==> src/rtl/mandel_iter_ctrl.sv <==
// -----------------------------------------------------------------------------
// mandel_iter_ctrl
//   Per-pixel iteration controller for the Mandelbrot divergence stage.
//   It accepts one pixel constant (c_re, c_im) and a tag, then pulses core_ld
//   for one cycle. It counts iteration cycles until the stage reports
//   divergence or MAX_ITER is reached. It then returns the escape count and the
//   tag to the downstream writer.
//
//   Optional feature macro: MANDEL_ITER_STATS_EN
//     When defined, the stat_pixels and stat_escaped output ports exist.
//     They are 32-bit wrapping counters of accepted results and of accepted
//     escaped results.
//
// Ports
//   clk, rst            clock; asynchronous active-high reset
//   in_valid/in_ready   request handshake; in_c_re, in_c_im, in_tag payload
//   core_ld             one-cycle load/clear strobe to the iteration stage
//   core_a, core_b      latched c_re / c_im, held until the next accept
//   core_diverged       divergence flag from the stage (used in ITER only)
//   out_valid/out_ready result handshake; out_count, out_escaped, out_tag
// -----------------------------------------------------------------------------
module mandel_iter_ctrl #(
  parameter int DATA_W   = 32,
  parameter int MAX_ITER = 255,
  parameter int ITER_W   = 8,
  parameter int TAG_W    = 16
) (
  input  logic              clk,
  input  logic              rst,
  input  logic              in_valid,
  output logic              in_ready,
  input  logic [DATA_W-1:0] in_c_re,
  input  logic [DATA_W-1:0] in_c_im,
  input  logic [TAG_W-1:0]  in_tag,
  output logic              core_ld,
  output logic [DATA_W-1:0] core_a,
  output logic [DATA_W-1:0] core_b,
  input  logic              core_diverged,
  output logic              out_valid,
  input  logic              out_ready,
  output logic [ITER_W-1:0] out_count,
  output logic              out_escaped,
  output logic [TAG_W-1:0]  out_tag
`ifdef MANDEL_ITER_STATS_EN
  ,
  output logic [31:0]       stat_pixels,
  output logic [31:0]       stat_escaped
`endif
);

  typedef enum logic [1:0] {IDLE, LOAD, ITER, DONE} state_t;

  state_t            state_q, state_d;
  logic [ITER_W-1:0] count_q, count_d;
  logic [DATA_W-1:0] core_a_q, core_a_d;
  logic [DATA_W-1:0] core_b_q, core_b_d;
  logic [ITER_W-1:0] out_count_q, out_count_d;
  logic              out_escaped_q, out_escaped_d;
  logic [TAG_W-1:0]  out_tag_q, out_tag_d;
`ifdef MANDEL_ITER_STATS_EN
  logic [31:0]       stat_pixels_q, stat_pixels_d;
  logic [31:0]       stat_escaped_q, stat_escaped_d;
`endif

  localparam logic [ITER_W-1:0] LAST_CNT = ITER_W'(MAX_ITER - 1);
  localparam logic [ITER_W-1:0] MAX_CNT  = ITER_W'(MAX_ITER);

  always_comb begin
    state_d       = state_q;
    count_d       = count_q;
    core_a_d      = core_a_q;
    core_b_d      = core_b_q;
    out_count_d   = out_count_q;
    out_escaped_d = out_escaped_q;
    out_tag_d     = out_tag_q;
    case (state_q)
      IDLE: begin
        if (in_valid) begin
          core_a_d  = in_c_re;
          core_b_d  = in_c_im;
          out_tag_d = in_tag;
          state_d   = LOAD;
        end
      end
      LOAD: begin
        count_d = '0;
        state_d = ITER;
      end
      ITER: begin
        // Divergence is checked first, so it wins when it coincides with the limit.
        if (core_diverged) begin
          out_count_d   = count_q;
          out_escaped_d = 1'b1;
          state_d       = DONE;
        end else if (count_q == LAST_CNT) begin
          out_count_d   = MAX_CNT;
          out_escaped_d = 1'b0;
          state_d       = DONE;
        end else begin
          count_d = count_q + ITER_W'(1);
        end
      end
      DONE: begin
        if (out_ready) state_d = IDLE;
      end
      default: state_d = IDLE;
    endcase
  end

`ifdef MANDEL_ITER_STATS_EN
  always_comb begin
    stat_pixels_d  = stat_pixels_q;
    stat_escaped_d = stat_escaped_q;
    if (state_q == DONE && out_ready) begin
      stat_pixels_d = stat_pixels_q + 32'd1;
      if (out_escaped_q) stat_escaped_d = stat_escaped_q + 32'd1;
    end
  end
`endif

  always_ff @(posedge clk or posedge rst) begin
    if (rst) begin
      state_q        <= IDLE;
      count_q        <= '0;
      core_a_q       <= '0;
      core_b_q       <= '0;
      out_count_q    <= '0;
      out_escaped_q  <= 1'b0;
      out_tag_q      <= '0;
`ifdef MANDEL_ITER_STATS_EN
      stat_pixels_q  <= '0;
      stat_escaped_q <= '0;
`endif
    end else begin
      state_q        <= state_d;
      count_q        <= count_d;
      core_a_q       <= core_a_d;
      core_b_q       <= core_b_d;
      out_count_q    <= out_count_d;
      out_escaped_q  <= out_escaped_d;
      out_tag_q      <= out_tag_d;
`ifdef MANDEL_ITER_STATS_EN
      stat_pixels_q  <= stat_pixels_d;
      stat_escaped_q <= stat_escaped_d;
`endif
    end
  end

  // Handshake and strobe outputs are pure decodes of the registered state.
  assign in_ready    = (state_q == IDLE);
  assign core_ld     = (state_q == LOAD);
  assign out_valid   = (state_q == DONE);
  assign core_a      = core_a_q;
  assign core_b      = core_b_q;
  assign out_count   = out_count_q;
  assign out_escaped = out_escaped_q;
  assign out_tag     = out_tag_q;
`ifdef MANDEL_ITER_STATS_EN
  assign stat_pixels  = stat_pixels_q;
  assign stat_escaped = stat_escaped_q;
`endif

endmodule

==> config.mk <==
export PLATFORM = sky130hd
export DESIGN_NAME = mandel_iter_ctrl
export DESIGN_NICKNAME = d
export VERILOG_FILES = /design/src/rtl/mandel_iter_ctrl.sv
export SDC_FILE = /design/constraint.sdc
export NUM_CORES = 1
export LEC_CHECK = 0
export ABC_AREA = 1
export CAP_MARGIN = 40
export CORE_ASPECT_RATIO = 0.5
export CORE_UTILIZATION = 30
export CTS_BUF_LIST = sky130_fd_sc_hd__clkbuf_8 sky130_fd_sc_hd__clkbuf_16
export DETAILED_ROUTE_END_ITERATION = 7
export PLACE_DENSITY = 0.68
export SYNTH_ARGS = -nofsm -noshare
export SYNTH_HDL_FRONTEND = slang
export SYNTH_SLANG_ARGS = --single-unit
==> constraint.sdc <==
create_clock -name clk -period 4.2 [get_ports clk]
set_input_delay 0.84 -clock clk [delete_from_list [all_inputs] [get_ports clk]]
set_output_delay 0.84 -clock clk [all_outputs]
set_load 0.05 [all_outputs]
# --- Yosys cells after proc, flatten, opt, wreduce, memory -nomap -nowiden ---
# Index checks and enable logic that the tools add are counted.
word_totals:
  word_cells: 36
  out_inout_bits: 92
  regBits: 99
  input_bits: 85
op_classes:
  n_reduce_logical: 7
  eq_ne: 9
  mux: 12
  n_addsub: 1
op_table:
  columns: ["op", "n"]
  rows:
  - ["$mux 8", 4]
  - ["$pmux 8 s2", 1]
  - ["$add 8x1->8 const B", 1]
  - ["$eq 8x8->1 const B", 1]
  - ["$mux 2", 4]
  - ["$pmux 2 s4", 1]
  - ["$ne 2x2->1 const B", 3]
  - ["$reduce_and 3->1", 2]
  - ["$eq 2x2->1 const B", 2]
  - ["$reduce_and 2->1", 2]
  - ["$reduce_bool 2->1", 2]
  - ["$ne 3x3->1 const B", 1]
  - ["$eq 2x1->1 const B", 1]
  - ["$logic_not 2->1", 1]
  - ["$mux 1", 2]
  - ["$ne 2x1->1 const B", 1]

# --- Depth between registers and ports, before layout ---
# Gate-level depths: netlist of run 1.
depth:
  word_depth: 4
  depth_mapped: 10
  mapped_depth_nobuf: 10

# --- Worst setup path before layout of run 1 ---
# OpenSTA, ideal clock, no wires.
synth_path:
  path_type: "reg2reg"
  from: "register state_q[0]"
  to: "register core_a_q[0], in the netlist core_a[0]"
  setup_slack_ns: 2.381
  t_arrival_ns: 1.694
  required_time_ns: 4.075
  period_less_slack_ns: 1.819
  setup_time_ns: 0.125
  path_stages_with_launch: 6
  n_path_buf: 1
  cell_sequence: "dfrtp_1 inv_1 ha_1 nand2_1 buf_2 mux2_2"
synth_between:
  elab_chain_len: 2
synth_lines:
  columns: ["item", "line_no", "rtl"]
  rows:
  - ["start: declaration", "53", "state_t state_q, state_d;"]
  - ["start signal: assignment", "135", "state_q <= state_d;"]
  - ["$logic_not 2->1", null, null]
  - ["net in_ready", "31", "output logic in_ready,"]
  - ["$reduce_and 2->1 (no source line)", null, null]
  - ["end signal: assignment", "137", "core_a_q <= core_a_d;"]
  - ["end: declaration", "55", "logic [DATA_W-1:0] core_a_q, core_a_d;"]
# The timed path passes the listed nets, and every way through them passes these cells.
# A chain may end at the register's enable or synchronous reset.

# --- Worst setup path after layout of run 1 ---
layout_path:
  from: "register state_q[0]"
  to: "output port in_ready"
layout_between:
  elab_chain_len: 1
layout_lines:
  columns: ["item", "line_no", "rtl"]
  rows:
  - ["$logic_not 2->1", "150", "assign in_ready = (state_q == IDLE);"]
  - ["end: declaration", "31", null]
# No other way between the ends.

==> results of run 1 <==
## flip-flops by register name, summed over array words and instances (netlist names)
signal and flops:
core_a 32, out_tag 16, state_q 2, count_q 8, core_b 32, out_count 8
out_escaped 1
## kinds of logic (layout without fill, tap and decap cells)
| family | count (synthesis) | after routing | synth area share (%) |
|---|---|---|---|
| flops | 99 | 99 | 61.8 |
| mux | 80 | 80 | 22.5 |
| simple gates | 69 | 69 | 7.33 |
| buf+inv | 31 | 215 | 3.34 |
| compound gates | 10 | 10 | 2.28 |
| fa+ha+maj | 7 | 7 | 2.18 |
| xor+xnor | 3 | 3 | 0.655 |
## layout make-up
cell class | count | share of cell area, %
Clock buffer | 11 | 4.05
Clock inverter | 3 | 0.240
Inverter | 22 | 1.36
Multi-Input combinational cell | 169 | 22.5
Sequential cell | 99 | 39.7
Tap cell | 170 | 3.40
Timing Repair Buffer | 179 | 28.8
## cell usage after synthesis
master	instances
a21boi_0	1
a21oi_2	7
a21oi_4	1
buf_2	8
buf_6	1
dfrtp_1	99
ha_1	7
inv_1	22
mux2_2	80
nand2_1	42
nand2_2	5
nand3_1	7
nand3b_1	1
nor2_1	10
nor2_2	2
o22ai_1	1
or2_2	2
xnor2_1	1
xor2_1	2
## routing by layer
layer / GRT usage, % / share of wire, % / up-vias
li1: - / - / 1343
met1: 16.0 / 39 / 1426
met2: 26.6 / 57 / 39
met3: 3.33 / 2.9 / 13
met4: 4.13 / 1.5 / 0
met5: 0 / 0 / -
## worst register-to-register path: stages (launching register included)
cell	delay [ns]
dfrtp_1	0.41
inv_1	0.10
ha_1	0.28
nand2_4	0.45
buf_12	0.31
mux2_2	0.38
## through the flow
step	hold WS, ns	worst slack [ns]
finish	0.489	1.37
global route	0.510	1.30
CTS	0.498	1.35
detailed placement	0.482	1.59
global placement	0.466	1.51
floorplan	0.486	0.770
## worst paths after layout
kind                              from     endpoint  slack [ns]  cells after the start
max in group asynchronous          rst   core_a[29]        2.42                      3
hold reg to reg            out_escaped  out_escaped        0.49                      2
min in group asynchronous          rst    core_b[1]        1.01                      2
hold / removal             out_escaped  out_escaped        0.49                      2
setup / recovery            state_q[0]     in_ready        1.37                      3
setup reg to reg            state_q[0]   core_a[11]        2.15                      5
## report_power, final
group	internal [W]	switching, W	total [W]
clock network	0.000424	0.000327	0.000751
logic	0.00131	0.00224	0.00355
registers	0.00141	0.000224	0.00164
==> impl_metrics.ini, run 1 <==
[outcome]
status = finished, violations left
violations = DRC

[pwr]
p_per_area_mw_per_mm2 = 950
leakagePower_nw = 2.74
power.total_w = 0.00594
peakVddDrop_uv = 308

[route]
via_per_inst = 4.32
drc_errors = 10
postRouteAntennaNets = 0
drt_iter0_markers = 113
wirelength_microns = 9480
via_count = 2821
dr.pass1.iters = 6
post_drt_wl_per_cell_microns = 14.5

[timing]
max_freq_ghz = 0.354
skew_ns = 0.00588
timing.final.crit_share_pct = 67.3
period_needed_ns = 2.83
grt_setup_unrepaired = no
finalSetupTns_ns = 0
final_hold_viol_count = 0
setup_viol = 0
slew_headroom_pct = 49.7
worst_pin_slew_ns = 0.754
slew_viol_final = 0

[cells_and_area]
syn_to_final_growth_pct = 55.7
fill_cells = 1162
diodes = 0
register_area_sq_mm = 0.00248
fin_cells = 653
final_area_sq_mm = 0.00625
most-common-layout-cells = 176 x clkdlybuf4s50_1, 99 x dfrtp_1, 80 x mux2_2
drive_above_1_share_pct = 24.0
nets = 572
final_common_cell = clkdlybuf4s50_1
multi_input_area_sq_mm = 0.00141
fin_util_pct = 48.6

[die]
die_y_microns = 83.8
fp.dieW_microns = 166
fp.coreArea_sq_mm = 0.0128
initial_core_util_pct = 31.2
rows = 29
dieArea_sq_mm = 0.0139
pin_count = 177

[global_route]
grt_max_degree = 61
gr-total-overflow = 0
grt_pass1_wl_microns = 15100
grt_pass1_vias = 2905
antenna_found_initial = 0
track_usage_pct = 14.2

[yosys]
yosysWarnings = 0
synth_area_leaders = dfrtp_1 62%, mux2_2 22%, nand2_1 3.9%
syn_area_sq_mm = 0.00401
netlist_instances = 299
synth.top_cell.area_share_pct = 61.8
syn_area_per_cell_sq_um = 13.4
ys_seq_area_share_pct = 61.8
synth.largest_area_cell = dfrtp_1
syn_nets = 391
ys_seq_elements = 99
synth_cell_types = 19

[clock_network]
htree_levels = 3
root_buffer = clkbuf_16
hold_buffers = 0
ctsLongestPathBuffers = 2
clk_pin_slew_ns = 0.06
ctsResizeCount = 0
cts_tree = done
post-cts-setup-buffer-count = 0
clock_sinks = 99
clk_latency_ns = 0.33
cts_made_buffers = 9

[critical_path]
cp_max_fo = 4
slowest_delay_ns = 0.85
worstSetupStartpointType = flip-flop
cp_cell_sequence = inv_1, ha_1, clkdlybuf4s50_1
critPathTopFamily = buffers and inverters
end_kind = output port
crit_type = flip-flop to output port
path_buf_inv = 2
critPathRequiredTime_ns = 3.36
worstPathArrival_ns = 1.99
critPathSlowestCell = clkdlybuf4s50_1

[placement]
place_congestion = 0.771
portBuffers = 176
place_area_sq_mm = 0.00598
dp_hpwl_microns = 7230
dpl.cell_count = 639

[hold_path]
hp-class = flip-flop to flip-flop

[job]
drv_cap = 0
(Power assumes the default switching activity.)
==> inputs of run 2 (changes only) <==
==> constraint.sdc (replaced) <==
create_clock -name clk -period 2.9 [get_ports clk]
set_input_delay 0.58 -clock clk [delete_from_list [all_inputs] [get_ports clk]]
set_output_delay 0.58 -clock clk [all_outputs]
set_load 0.05 [all_outputs]
==> run 2 against run 1 <==
The run still ends with DRC left; critical path depth unchanged; utilization increased by 0.63 points; power increased by 49%; non-clock buffer count decreased by 1; final area increased by 1.3%; clock power increased by 81%; cell count increased by 0.15%; clock skew increased by 0.0031 ns; routed wire length decreased by 1.3%; combinational power increased by 45%; sequential power increased by 44%; highest routed layer unchanged; largest power group unchanged; sequential share of layout area decreased by 0.51 points.
==> impl_metrics.ini, run 2 (synthesis results as in run 1) <==
[critical_path]
cp_max_fo = 4
worstSetupStartpointType = flip-flop
r2r-start = state_q[0]
startpoint = state_q[0]
end_kind = output port
critPathRequiredTime_ns = 2.32
worstPathArrival_ns = 1.96
crit_type = flip-flop to output port

[global_route]
grt_max_degree = 100
grt_util_met1_pct = 16.6
use_met3_pct = 3.33
track_usage_pct = 14.3
busiest_layer = met2
antenna_found_initial = 0
gr-total-overflow = 0
grt_pass1_vias = 2862
grtUsageMet2_pct = 26.1
grt_pass1_wl_microns = 15200

[pwr]
p_per_area_mw_per_mm2 = 1400
power.total_w = 0.00887
peakVddDrop_uv = 422
leakagePower_nw = 2.77

[cells_and_area]
fin_util_pct = 49.3
nets = 571
register_area_sq_mm = 0.00248
drive_above_1_share_pct = 24.0
fill_cells = 1165
multi_input_area_sq_mm = 0.00141
syn_to_final_growth_pct = 57.8
diodes = 0
fin_cells = 654
most-common-layout-cells = 176 x clkdlybuf4s50_1, 99 x dfrtp_1, 80 x mux2_2
final_common_cell = clkdlybuf4s50_1

[timing]
grt_setup_unrepaired = no
slew_headroom_pct = 63.5
setup_viol = 0
final_hold_viol_count = 0
worst_pin_slew_ns = 0.546
max_freq_ghz = 0.394
timing.final.crit_share_pct = 87.5
skew_ns = 0.00894
slew_viol_final = 0
finalSetupTns_ns = 0
period_needed_ns = 2.54

[route]
dr.pass1.iters = 6
via_count = 2795
postRouteAntennaNets = 0
via_per_inst = 4.27
drt_iter0_markers = 133
wirelength_microns = 9350
post_drt_wl_per_cell_microns = 14.3
drc_errors = 14

[die]
fp.coreArea_sq_mm = 0.0128
dieArea_sq_mm = 0.0139
fp.dieW_microns = 166
pin_count = 177
rows = 29
die_y_microns = 83.8
initial_core_util_pct = 31.2

[outcome]
status = finished, violations left
violations = DRC

[job]
drv_cap = 0

[clock_network]
ctsLongestPathBuffers = 2
cts_made_buffers = 9
clk_latency_ns = 0.34
clock_sinks = 99
htree_levels = 3
root_buffer = clkbuf_16
ctsResizeCount = 0
hold_buffers = 0
cts_tree = done
post-cts-setup-buffer-count = 0
clk_pin_slew_ns = 0.06

[placement]
place_congestion = 0.719
dpl.cell_count = 638
dp_hpwl_microns = 6830
portBuffers = 176

[hold_path]
min_from = out_escaped
hp-class = flip-flop to flip-flop
==> run 2: cell types whose count changed in the layout (fill, tap and decap cells not counted), sizes merged <==
cell	change
buf	-1
clkinv	-1
clkinvlp	+1
clkbuf	-1
bufinv	+3
==> run 2: worst max-delay path: stages, from the launching register on <==
cell and delay [ns]:
dfrtp_1 0.41, inv_1 0.12, ha_1 0.27, clkdlybuf4s50_1 0.83
==> run 2: metrics by stage <==
stage | area, sq um | worst slack [ns] | hold slack [ns]
global route | 6330 | 0.260 | 0.511
floorplan | 4020 | 1.08 | 0.486
CTS | 6330 | 0.337 | 0.477
finish | 6330 | 0.362 | 0.474
detailed placement | 5990 | 0.711 | 0.460
global placement | 5990 | 0.740 | 0.455
==> run 2: worst paths after layout <==
kind,endpoint,slack (ns),depth (start not counted)
max in group asynchronous,core_b[8],1.71,3
setup / recovery,in_ready,0.36,3
hold / removal,out_escaped,0.47,2
min in group asynchronous,core_a[0],0.79,3
hold reg to reg,out_escaped,0.47,2
setup reg to reg,core_a[1],1.05,5
==> run 2: final cells by class <==
class | count | area share [%]
inverters | 22 | 1.36
clock buffers | 10 | 3.78
repair buffers | 178 | 28.5
multi-input cells | 169 | 22.2
flip-flops and latches | 99 | 39.1
clock inverters | 6 | 1.64
well taps | 170 | 3.36
==> run 2: layer usage <==
| layer | up-vias | routed length (microns) |
|---|---|---|
| li1 | 1341 | - |
| met1 | 1406 | 3790 |
| met2 | 38 | 5170 |
| met3 | 10 | 285 |
| met4 | 0 | 110 |
| met5 | - | 0 |
==> run 2: report_power, final <==
| group | total [W] | internal (W) | leakage [nW] | switching, W |
|---|---|---|---|---|
| Clock | 0.00136 | 0.000861 | 0.174 | 0.000502 |
| Combinational | 0.00514 | 0.00189 | 1.41 | 0.00325 |
| Sequential | 0.00236 | 0.00205 | 1.18 | 0.000315 |
| Total | 0.00887 | 0.00480 | 2.77 | 0.00407 |
